--- src/rtl/noc_pkg.sv ---
// Shared NoC flit definitions and arbiter state encoding.
package noc_pkg;

   localparam int FLIT_W    = 36;
   localparam int PAYLOAD_W = 32;
   localparam int ADDR_W    = 4;
   localparam logic [PAYLOAD_W-1:0] END_WORD = 32'hFFFF_FFFF;

   typedef struct packed {
      logic [PAYLOAD_W-1:0] payload;
      logic [ADDR_W-1:0]    route;
   } flit_t;

   typedef enum logic {
      ARB_IDLE,
      ARB_BUSY
   } arb_state_e;

endpackage

--- src/rtl/noc_inject_arbiter_rr_pick.sv ---
// Combinational round-robin picker: first set request searching upward from ptr+1.
module rr_pick #(
   parameter int N     = 4,
   parameter int PTR_W = $clog2(N)
) (
   input  logic [N-1:0]     req,
   input  logic [PTR_W-1:0] ptr,
   output logic [N-1:0]     grant,
   output logic             found
);

   logic [PTR_W-1:0] idx;

   always_comb begin
      grant = '0;
      found = 1'b0;
      idx   = '0;
      for (int unsigned i = 1; i <= N; i++) begin
         idx = PTR_W'((32'(ptr) + i) % N);
         if (!found && req[idx]) begin
            grant[idx] = 1'b1;
            found      = 1'b1;
         end
      end
   end

endmodule

--- src/rtl/noc_inject_arbiter.sv ---
// Packet-granular round-robin injection arbiter in front of the local router.
// Optional per-port packet counters are built when ARB_STATS_EN is defined.
module noc_inject_arbiter #(
   parameter int          NUM_REQ  = 4,
   parameter int          FLIT_W   = 36,
   parameter logic [31:0] END_WORD = 32'hFFFF_FFFF,
   parameter int          STAT_W   = 16
) (
   input  logic                         clk,
   input  logic                         reset,
   input  logic [NUM_REQ-1:0]           req_valid,
   input  logic [NUM_REQ*FLIT_W-1:0]    req_data,
   output logic [NUM_REQ-1:0]           req_ready,
   input  logic                         out_ready,
   output logic                         out_valid,
   output logic [FLIT_W-1:0]            out_data,
   output logic [NUM_REQ-1:0]           out_grant,
   output logic                         busy,
   input  logic [$clog2(NUM_REQ)-1:0]   stat_sel,
   output logic [STAT_W-1:0]            stat_pkt_count
);

   import noc_pkg::*;

   localparam int PTR_W = $clog2(NUM_REQ);

   arb_state_e         state_q, state_d;
   logic [PTR_W-1:0]   ptr_q, ptr_d;
   logic [NUM_REQ-1:0] grant_q, grant_d;
   logic               out_valid_q, out_valid_d;
   flit_t              out_data_q, out_data_d;

   logic [NUM_REQ-1:0] pick_grant;
   logic               pick_found;
   logic [FLIT_W-1:0]  sel_raw;
   flit_t              sel_flit;
   logic [PTR_W-1:0]   gidx;
   logic               accept;
   logic               eop;

   rr_pick #(
      .N     (NUM_REQ),
      .PTR_W (PTR_W)
   ) u_rr_pick (
      .req   (req_valid),
      .ptr   (ptr_q),
      .grant (pick_grant),
      .found (pick_found)
   );

   always_comb begin
      sel_raw = '0;
      gidx    = '0;
      for (int unsigned i = 0; i < NUM_REQ; i++) begin
         if (grant_q[i]) begin
            sel_raw = req_data[i*FLIT_W +: FLIT_W];
            gidx    = PTR_W'(i);
         end
      end
   end

   assign sel_flit  = sel_raw;
   assign req_ready = (state_q == ARB_BUSY && (!out_valid_q || out_ready)) ? grant_q : '0;
   assign accept    = |(req_valid & req_ready);
   assign eop       = accept && (sel_flit.payload == END_WORD);

   always_comb begin
      state_d     = state_q;
      ptr_d       = ptr_q;
      grant_d     = grant_q;
      out_valid_d = out_valid_q;
      out_data_d  = out_data_q;

      // Output register drains independently of the FSM so a last flit can leave while IDLE.
      if (accept) begin
         out_data_d  = sel_flit;
         out_valid_d = 1'b1;
      end else if (out_ready) begin
         out_valid_d = 1'b0;
      end

      case (state_q)
         ARB_IDLE: begin
            if (pick_found) begin
               grant_d = pick_grant;
               state_d = ARB_BUSY;
            end
         end
         ARB_BUSY: begin
            if (eop) begin
               ptr_d   = gidx;
               grant_d = '0;
               state_d = ARB_IDLE;
            end
         end
         default: state_d = ARB_IDLE;
      endcase
   end

   always_ff @(posedge clk) begin
      if (reset) begin
         state_q     <= ARB_IDLE;
         ptr_q       <= PTR_W'(NUM_REQ - 1);
         grant_q     <= '0;
         out_valid_q <= 1'b0;
         out_data_q  <= '0;
      end else begin
         state_q     <= state_d;
         ptr_q       <= ptr_d;
         grant_q     <= grant_d;
         out_valid_q <= out_valid_d;
         out_data_q  <= out_data_d;
      end
   end

   assign out_valid = out_valid_q;
   assign out_data  = out_data_q;
   assign out_grant = grant_q;
   assign busy      = (state_q == ARB_BUSY);

`ifdef ARB_STATS_EN
   logic [STAT_W-1:0] cnt_q [NUM_REQ];
   logic [STAT_W-1:0] cnt_d [NUM_REQ];

   always_comb begin
      cnt_d = cnt_q;
      if (eop && cnt_q[gidx] != '1) begin
         cnt_d[gidx] = cnt_q[gidx] + STAT_W'(1);
      end
   end

   always_ff @(posedge clk) begin
      if (reset) begin
         for (int unsigned i = 0; i < NUM_REQ; i++) begin
            cnt_q[i] <= '0;
         end
      end else begin
         cnt_q <= cnt_d;
      end
   end

   assign stat_pkt_count = (32'(stat_sel) < NUM_REQ) ? cnt_q[stat_sel] : '0;
`else
   logic unused_stat_sel;
   assign unused_stat_sel = ^stat_sel;
   assign stat_pkt_count  = '0;
`endif

endmodule
--- config.mk ---
export PLATFORM = sky130hd
export DESIGN_NAME = noc_inject_arbiter
export DESIGN_NICKNAME = d
export VERILOG_FILES = /design/src/rtl/noc_pkg.sv /design/src/rtl/noc_inject_arbiter_rr_pick.sv /design/src/rtl/noc_inject_arbiter.sv
export SDC_FILE = /design/constraint.sdc
export NUM_CORES = 1
export LEC_CHECK = 0
export BUFFER_PORTS_ARGS = -buffer_cell sky130_fd_sc_hd__buf_2
export CAP_MARGIN = 20
export CORE_MARGIN = 4
export CORE_UTILIZATION = 43
export DETAILED_ROUTE_END_ITERATION = 16
export PLACE_DENSITY_LB_ADDON = 0.3
export SLEW_MARGIN = 30
export SYNTH_ARGS = -nofsm -noshare
export SYNTH_HDL_FRONTEND = slang
export SYNTH_HIERARCHICAL = 1
export SYNTH_SLANG_ARGS = --single-unit
--- constraint.sdc ---
create_clock -name clk -period 2.4 [get_ports clk]
set_input_delay 0.12 -clock clk [delete_from_list [all_inputs] [get_ports clk]]
set_output_delay 0.12 -clock clk [all_outputs]
set_load 0.005 [all_outputs]
After elaboration in Yosys (flattened, before gate mapping)
Cells that the tools add are included.
{"block": "op_classes", "n_eq_ne": 3, "bitwise_logic": 5, "order_cmp": 8, "add_sub_neg": 4, "reduce_logical": 18, "mux": 40}
{"op": "$mux W36", "n": 4}
{"op": "$eq A32 B32 Y1 const B", "n": 1}
{"op": "$mux W4", "n": 7}
{"op": "$mux W1", "n": 17}
{"op": "$lt A2 B3 Y1 const B", "n": 4}
{"op": "$or A4 B4 Y4", "n": 3}
{"op": "$logic_and A1 B1 Y1", "n": 9}
{"op": "$bmux W1 S2", "n": 4}
{"op": "$demux W1 S2", "n": 4}
{"op": "$ge A2 B1 Y1 const B", "n": 4}
{"op": "$pmux W4 S2", "n": 1}
{"op": "$add A2 B1 Y2 const B", "n": 2}
{"op": "$add A2 B2 Y2 const B", "n": 2}
{"op": "$and A4 B4 Y4", "n": 1}
{"op": "$logic_not A1 Y1", "n": 4}
{"op": "$mux W2", "n": 2}
{"op": "$reduce_and A2 Y1", "n": 2}
{"op": "$reduce_or A4 Y1", "n": 1}
{"op": "$ne A2 B1 Y1 const B", "n": 1}
{"op": "$ne A2 B2 Y1 const B", "n": 1}
{"op": "$pmux W1 S2", "n": 1}
{"op": "$reduce_bool A2 Y1", "n": 1}
{"op": "$logic_or A1 B1 Y1", "n": 1}
{"op": "$not A1 Y1", "n": 1}
{"block": "word_totals", "elab_cells": 84, "reg_bits": 44, "inputBits": 153}

Longest topological paths before layout
Gate-level depths: netlist of run 1.
{"block": "depth", "word_depth": 15, "depth_mapped": 11, "depth_no_buf": 8}

By module
The synthesis of run 1 kept the hierarchy.
{"module": "noc_inject_arbiter", "cells_per_inst": 401, "seq_area_each_um2": 880.8, "instances": 1, "area_per_inst_um2": 2929.1}
{"module": "rr_pick", "cells_per_inst": 48, "seq_area_each_um2": 0.0, "instances": 1, "area_per_inst_um2": 415.4}

Least setup slack after synthesis of run 1
Ideal clock, no wire load.
{"block": "synth_timing", "path_type": "reg2reg", "start": "register grant_q[0] (netlist: out_grant[0])", "end": "register grant_q[0] (netlist: out_grant[0])", "setup_time_ns": 0.129, "path_slack_ns": 0.131, "stages_incl_launch_ff": 10, "synth_period_minus_slack_ns": 2.269, "t_arrival_ns": 2.139, "t_required_ns": 2.271, "path_cell_list": "dfxtp_1 -> buf_4 -> and2b_1 -> buf_6 -> a221o_1 -> o221ai_2 -> or3_1 -> or4_4 -> o41ai_4 -> o21ai_1"}
{"block": "synth_via", "elab_chain_cells": 8, "word_cells_on_any_way": 11, "classes_between": "2 x eq/ne; 5 x mux; 1 x bitwise; 3 x reduce/logical"}
{"item": "start, declared", "line": "noc_inject_arbiter.sv:29", "rtl": "logic [NUM_REQ-1:0] grant_q, grant_d;"}
{"item": "start signal, assigned", "line": "noc_inject_arbiter.sv:110", "rtl": "grant_q <= grant_d;"}
{"item": "$mux W36 (4 in series)", "line": "noc_inject_arbiter.sv:55", "rtl": "if (grant_q[i]) begin"}
{"item": "$eq A32 B32 Y1", "line": "noc_inject_arbiter.sv:65", "rtl": "assign eop = accept && (sel_flit.payload == END_WORD);"}
{"item": "$logic_and A1 B1 Y1 (*)", "line": "noc_inject_arbiter.sv:65"}
{"item": "$ne A2 B1 Y1 (no line) (*)"}
{"item": "$reduce_and A2 Y1 (no line) (*)"}
Mark *: on every way between the ends. The rest lies on a longest branch, timed or not.
A chain may end at the register's enable or synchronous reset.

Worst setup path after layout of run 1
{"block": "layout_timing", "start": "register grant_q[1] (netlist: out_grant[1])", "end": "register grant_q[3] (netlist: out_grant[3])"}
{"block": "layout_via", "elab_chain_cells": 7, "word_cells_on_any_way": 10, "classes_between": "2 x eq/ne; 4 x mux; 1 x bitwise; 3 x reduce/logical"}
{"item": "$mux W36 (3 in series)", "line": "noc_inject_arbiter.sv:55"}
{"item": "$eq A32 B32 Y1", "line": "noc_inject_arbiter.sv:65"}
{"item": "$logic_and A1 B1 Y1 (*)", "line": "noc_inject_arbiter.sv:65"}
{"item": "$ne A2 B1 Y1 (no line) (*)"}
{"item": "$reduce_and A2 Y1 (no line) (*)"}
Marks and branches as above.

==> results by group, run 1 <==
STA
  • Final setup TNS: 0 ns
  • Fmax: 0.436 GHz
  • RSZ-0062 raised after global routing: no
  • Hold violation count in the final report: 0
  • Worst Skew: 0.00882 ns
  • Final Critical Period: 2.30 ns
  • # setup viols final: 0
  • Slew @ Worst Pin: 0.823 ns
  • Post-route clock period utilization: 95.7%
  • Max Slew Vio Count: 0
  • Max_slew headroom: 45.1%

CTS
  • Clock buffer depth: 2
  • Clock sink count: 44
  • CTS tree: built
  • Post-CTS Hold Fix Bufs: 0
  • Reg clk slew, reported paths: 0.09 ns
  • Later-pin clock latency in the skew report: 0.30 ns
  • H-tree depth: 2
  • Num CTS Buffers: 5
  • Root Buffer: clkbuf_8

Hold path
  • Hold endpoint: out_data[16]
  • Hold Path Cell Cnt: 3
  • Worst Hold Launch: req_data[124]
  • Worst Hold Class: in -> reg

Floorplan
  • Die X: 96.2 um
  • Initial Util: 45.1%
  • Die area: 9250 um^2
  • Rows: 31
  • CORE AREA: 7410 um^2
  • IO Pins: 215
  • Chip height: 96.2 um

Worst setup path
  • Reg-to-Reg Start: out_grant[1]
  • Worst endpoint data arrival time: 2.47 ns
  • Critical path peak fanout: 5
  • CP max stage cell: or4_4
  • CP Cell Sequence: and2b_4 > a221o_1 > o221ai_2 > or3_1 > or4_4 > o41ai_4 > o21ai_1
  • FF-to-FF path depth: 7
  • Critical Path End Type: register
  • Worst r2r dst: out_grant[3]
  • R2R setup slack: 0.10 ns
  • CP max stage delay: 0.44 ns
  • WS Path Type: reg -> reg
  • Startpoint Class: register
  • CP required: 2.57 ns

Yosys
  • Compound-gate portion of the synthesized area: 29.7%
  • Main combinational cell family by area after synthesis: compound AO/OA/AOI/OAI gates
  • Mapped Cells: 449
  • Most used DFF post-synth: dfxtp_1
  • Synth Area in Simple Gates: 26.2%
  • Synth Area in Adders: 2.99%
  • Mux contribution to synthesized area: 4.45%
  • Async set or reset register ratio after synthesis: 0%
  • Post-synth EDFFs: 0
  • Synth Cell Area: 3340 um^2
  • Synth Area in XOR/XNOR: 0%
  • Avg Cell Area, Syn: 7.45 um^2
  • Sequential fraction of the synthesis area: 26.3%
  • Yosys cell types: 51
  • Yosys synthesis warning count: 6
  • Number of synthesized register bits: 44

GRT
  • First-pass GRT wire length: 19500 um
  • GRT Total Usage: 27.0%
  • Initial antenna violation count: 0
  • Pin count of the biggest net entering global routing: 44
  • Total grt overflow: 0
  • Vias in the first global route: 3962

Cells and area
  • Ant diodes: 0
  • Fraction of layout cells with a size suffix above 1: 38.7%
  • Non-filler cells, final: 748
  • Area grow syn2layout: 38.3%
  • Nets: 809

Status
  • Status: completed

Power and ir drop
  • PnR Total Power: 1.78 mW
  • Max IR drop VDD: 219 uV
  • Pwr dens: 384 nW/um^2
  • LEAKAGE: 2.12 nW

Placement
  • Placed Cells: 736
  • GPL Wtd Cong: 0.904
  • Port Buffer Count: 196
  • DP HPWL: 10600 um

Route
  • Router iterations before antenna repair: 5
  • DR iter-0 viols: 374
  • Final WL: 13500 um
  • Avg WL per Cell: 18.0 um
  • ANT nets after route: 0
  • Via count: 4418
  • Via-per-instance ratio: 5.91
  • DRC Markers: 0

Flow run
  • Number of max-cap violations: 0
==> per-stage QoR <==
stage               utilization (%)  cell area (um^2)  hold slack [ns]  setup WS (ns)
global placement               60.4              4480            0.437       -0.00606
detailed placement             60.4              4480            0.440        -0.0613
floorplan                         -              3400            0.320          0.131
CTS                            61.7              4570            0.125         0.0284
finish                         62.4              4620            0.129          0.104
global route                   62.4              4620            0.147       0.000555
==> layout make-up <==
type | instances | area [um^2]
fill | 700 | 2780
timing repair buffer | 231 | 1290
inverter | 9 | 33.8
clock buffer | 8 | 90.1
tap | 99 | 124
sequential | 44 | 887
multi-input combinational | 357 | 2200
==> cell usage after synthesis, types with 3 or more instances <==
cell      number  area [um^2]
a211oi_1      11         82.6
a21oi_1       31          155
a221o_1       17          170
a221oi_1      19          166
and3_1         4         25.0
buf_1          4         15.0
buf_2          5         25.0
buf_4         20          150
buf_6          3         33.8
clkbuf_1      23         86.3
dfxtp_1       44          881
ha_1           8          100
inv_1          8         30.0
mux2i_1       10          100
nand2_1       43          161
nand2b_1       5         31.3
nand3_1       12         60.1
nand3b_1       4         30.0
nand4_1       18          113
nor2_1        52          195
nor3_1        25          125
nor4_1         4         25.0
o211ai_1      11         82.6
o21ai_0       21          105
o21ai_1        4         20.0
o22a_1         4         35.0
o22ai_1       10         62.6
==> timing repair <==
action / CTS / global route
gates resized for setup: 2 / 8
buffers inserted: 0 / 3
pin swaps: 0 / 6
endpoints found under the setup margin: 5 / 5
gates cloned: 0 / 1
==> report_power, final <==
part / internal [mW] / switching (mW)
Combinational: 0.243 / 0.266
Sequential: 0.757 / 0.0180
Clock: 0.236 / 0.257
Total: 1.24 / 0.541
==> critical path, delay by kind of cell (launching register included) <==
kind               cells  cell delay [ns]
and+or+nand+nor        3             1.06
DFF                    1             0.35
AOI/OAI and AO/OA      4             0.77
==> worst max path at each step <==
stage          slack (ns)    startpoint  cells after the start            to
2_1_floorplan        0.13  out_grant[0]                      9  out_grant[0]
3_3_place_gp       -0.006  out_grant[1]                      7  out_grant[3]
4_1_cts              0.03  out_grant[1]                      7  out_grant[3]
5_1_grt            0.0006  out_grant[1]                      7  out_grant[2]
6_report             0.10  out_grant[1]                      7  out_grant[3]
3_5_place_dp        -0.06  out_grant[1]                      7  out_grant[3]
==> cells by family (layout without fill, tap and decap cells) <==
kind of cell,Yosys count,after routing
fa+ha+maj,8,8
mux,13,13
other cells,1,16
simple gates,181,182
buf+inv,64,248
flops,44,44
compound gates,138,138
==> sequential cells by signal, summed over array words and instances (netlist names) <==
name	count
out_data	36
out_valid	1
ptr_q	2
out_grant	4
busy	1
==> layer usage <==
metal	vias up	track usage [%]	wire, um
met5	-	0	0
met4	0	6.99	238
met3	31	5.55	1430
met2	287	47.9	6720
met1	2034	33.0	5070
li1	2066	-	-
==> layout by cell type (no fill, tap or decap), types with 2 or more instances in the layout <==
cell,count
ha_1,8
o21ai_1,4
clkbuf_8,6
nand4_1,18
nand2_1,43
nor4_1,3
nor3_1,25
and4_1,2
inv_1,8
and3_1,4
nand2b_1,5
clkbuf_1,2
nand3b_1,4
buf_4,31
o211ai_1,11
nor2_1,52
conb_1,16
mux2i_1,10
or3_1,2
a211oi_1,11
o22ai_1,10
buf_12,4
mux2_2,2
o21ai_0,21
a21oi_1,31
o22a_1,4
a221o_1,17
buf_2,196
nand3_1,12
dfxtp_2,2
a22oi_1,2
a221oi_1,19
and2_1,2
dfxtp_1,41
Power figures use the tool's default switching activity.
==> run 2: changes to the inputs <==
--- a/config.mk
+++ b/config.mk
@@ -8,7 +8,8 @@
 export BUFFER_PORTS_ARGS = -buffer_cell sky130_fd_sc_hd__buf_2
 export CAP_MARGIN = 20
 export CORE_MARGIN = 4
-export CORE_UTILIZATION = 43
+export CORE_UTILIZATION = 44
+export CTS_BUF_LIST = sky130_fd_sc_hd__clkbuf_8
 export DETAILED_ROUTE_END_ITERATION = 16
 export PLACE_DENSITY_LB_ADDON = 0.3
 export SLEW_MARGIN = 30
==> run 2 against run 1 <==
Against the previous run:
- non-clock buffer count down 7
- global-route usage grew 1.3 points
- critical endpoint is now out_grant[0]
- total power grew 4.9%
- first-iteration DRC count down 33%
- clock power is 20% higher
- worst setup slack worse by 0.042 ns
- clock-buffer cell count down 3
==> results by group, run 2 (synthesized netlist as in run 1, its figures left out) <==
GRT
  • Total grt overflow: 0
  • GRT Total Usage: 28.3%
  • Initial antenna violation count: 0
  • Vias in the first global route: 4059
  • First-pass GRT wire length: 20200 um
  • Pin count of the biggest net entering global routing: 44

CTS
  • H-tree depth: 2
  • Root Buffer: clkbuf_8
  • Reg clk slew, reported paths: 0.09 ns
  • Num CTS Buffers: 5
  • Clock sink count: 44
  • Clock buffer depth: 2
  • CTS tree: built
  • Post-CTS Setup Bufs: 0
  • Post-CTS Hold Fix Bufs: 0
  • Later-pin clock latency in the skew report: 0.30 ns

Route
  • Final WL: 13600 um
  • Via count: 4331
  • Via-per-instance ratio: 5.85
  • DR iter-0 viols: 251
  • ANT nets after route: 0
  • Avg WL per Cell: 18.4 um
  • DRC Markers: 0
  • Router iterations before antenna repair: 5

Power and ir drop
  • Max IR drop VDD: 222 uV
  • Sequential power share: 41.5%
  • Clock group share of total power: 31.7%
  • LEAKAGE: 2.10 nW
  • NetSw: 0.566 mW
  • Pwr dens: 407 nW/um^2
  • Net Sw Frac: 30.4%
  • Comb pwr share: 26.8%
  • Int Pwr: 1.30 mW

Floorplan
  • Chip height: 95.2 um
  • Die X: 95.2 um
  • IO Pins: 215
  • CORE AREA: 7330 um^2
  • Die area: 9060 um^2
  • Initial Util: 45.6%
  • Rows: 31

Cells and area
  • Fraction of layout cells with a size suffix above 1: 37.9%
  • # fillers: 718
  • Ant diodes: 0
  • Commonest non-fill, non-tap cell in the layout: buf_2
  • Non-filler cells, final: 740
  • Area grow syn2layout: 36.8%
  • Max FFs per register: 36
  • Nets: 801
  • Commonest cells after routing, fill and taps aside: buf_2, nor2_1, nand2_1

Worst setup path
  • Startpoint Class: register
  • Critical Path End Type: register
  • WS Path Type: reg -> reg
  • FF-to-FF path depth: 7
  • Worst endpoint data arrival time: 2.52 ns
  • R2R setup slack: 0.06 ns
  • Critical path peak fanout: 8
  • Reg-to-Reg Start: out_grant[1]
  • CP required: 2.58 ns
  • Worst r2r dst: out_grant[0]

Placement
  • Port Buffer Count: 196
  • DP HPWL: 10800 um
  • GPL Wtd Cong: 0.966
  • Placed Cells: 732
  • Worst slack, placed: -0.0518 ns

Hold path
  • Hold Path Cell Cnt: 3
  • Worst Hold Launch: req_data[140]
  • Worst Hold Class: in -> reg
  • Hold endpoint: out_data[32]

STA
  • Slew @ Worst Pin: 0.861 ns
  • Max Slew Vio Count: 0
  • # setup viols final: 0
  • Max_slew headroom: 42.6%
  • Post-route clock period utilization: 97.4%
  • RSZ-0062 raised after global routing: no
  • Fmax: 0.428 GHz
  • Final setup TNS: 0 ns
  • Worst Slack Setup Final: 0.0625 ns
  • Hold violation count in the final report: 0
  • Final Critical Period: 2.34 ns
  • Worst Skew: 0.00732 ns

Status
  • Status: completed

Flow run
  • Number of max-cap violations: 0
==> run 2: layer usage <==
layer,up-vias,GRT usage (%),share of wire (%)
met5,-,0,0
met4,0,9.01,2.1
met3,32,5.45,9.3
met2,243,48.6,49
met1,2013,35.5,39
li1,2043,-,-
==> run 2: cell type report <==
type / instances / area [um^2] / area share (%)
timing repair buffer: 224 / 1230 / 26.8
multi-input combinational: 356 / 2190 / 47.9
inverter: 9 / 33.8 / 0.738
clock inverter: 3 / 42.5 / 0.930
sequential: 44 / 886 / 19.4
clock buffer: 5 / 68.8 / 1.50
tap: 99 / 124 / 2.71
==> run 2: timing repair <==
action / 4_1_cts / 5_1_grt
gates resized for setup: 4 / 4
cloned: 0 / 0
setup endpoints to repair: 7 / 7
pin swaps: 2 / 4
==> run 2: power groups by stage <==
| stage | logic (mW) | clock network (mW) | registers [mW] |
|---|---|---|---|
| global route | 0.545 | 0.623 | 0.777 |
| detailed placement | 0.487 | 0 | 0.791 |
| finish | 0.499 | 0.591 | 0.774 |
| global placement | 0.483 | 0 | 0.790 |
| floorplan | 0.244 | 0 | 0.792 |
| CTS | 0.492 | 0.598 | 0.774 |
==> run 2: worst max-delay path by stage <==
stage | startpoint | end | slack [ns] | cells past startpoint
2_1_floorplan | out_grant[0] | out_grant[0] | 0.13 | 9
3_3_place_gp | out_grant[1] | ptr_q[0] | 0.03 | 7
3_5_place_dp | out_grant[1] | out_grant[0] | -0.05 | 7
4_1_cts | out_grant[1] | out_grant[0] | 0.01 | 7
5_1_grt | out_grant[1] | out_grant[2] | 0.003 | 7
6_report | out_grant[1] | out_grant[0] | 0.06 | 7
==> run 2: stage by stage <==
stage / total power, mW / area, um^2 / hold WS [ns] / utilization (%)
finish: 1.86 / 4580 / 0.134 / 62.4
global route: 1.95 / 4580 / 0.163 / 62.4
CTS: 1.86 / 4560 / 0.127 / 62.3
detailed placement: 1.28 / 4430 / 0.448 / 60.5
global placement: 1.27 / 4430 / 0.437 / 60.5
floorplan: 1.04 / 3400 / 0.320 / -
==> run 2: critical path: stages (launching register included) <==
cell and delay, ns:
dfxtp_2 0.34, and2b_4 0.31, a221oi_1 0.11, nor3_1 0.22, a21oi_1 0.08, or4_1 0.57
o41ai_4 0.44, o21ai_1 0.14
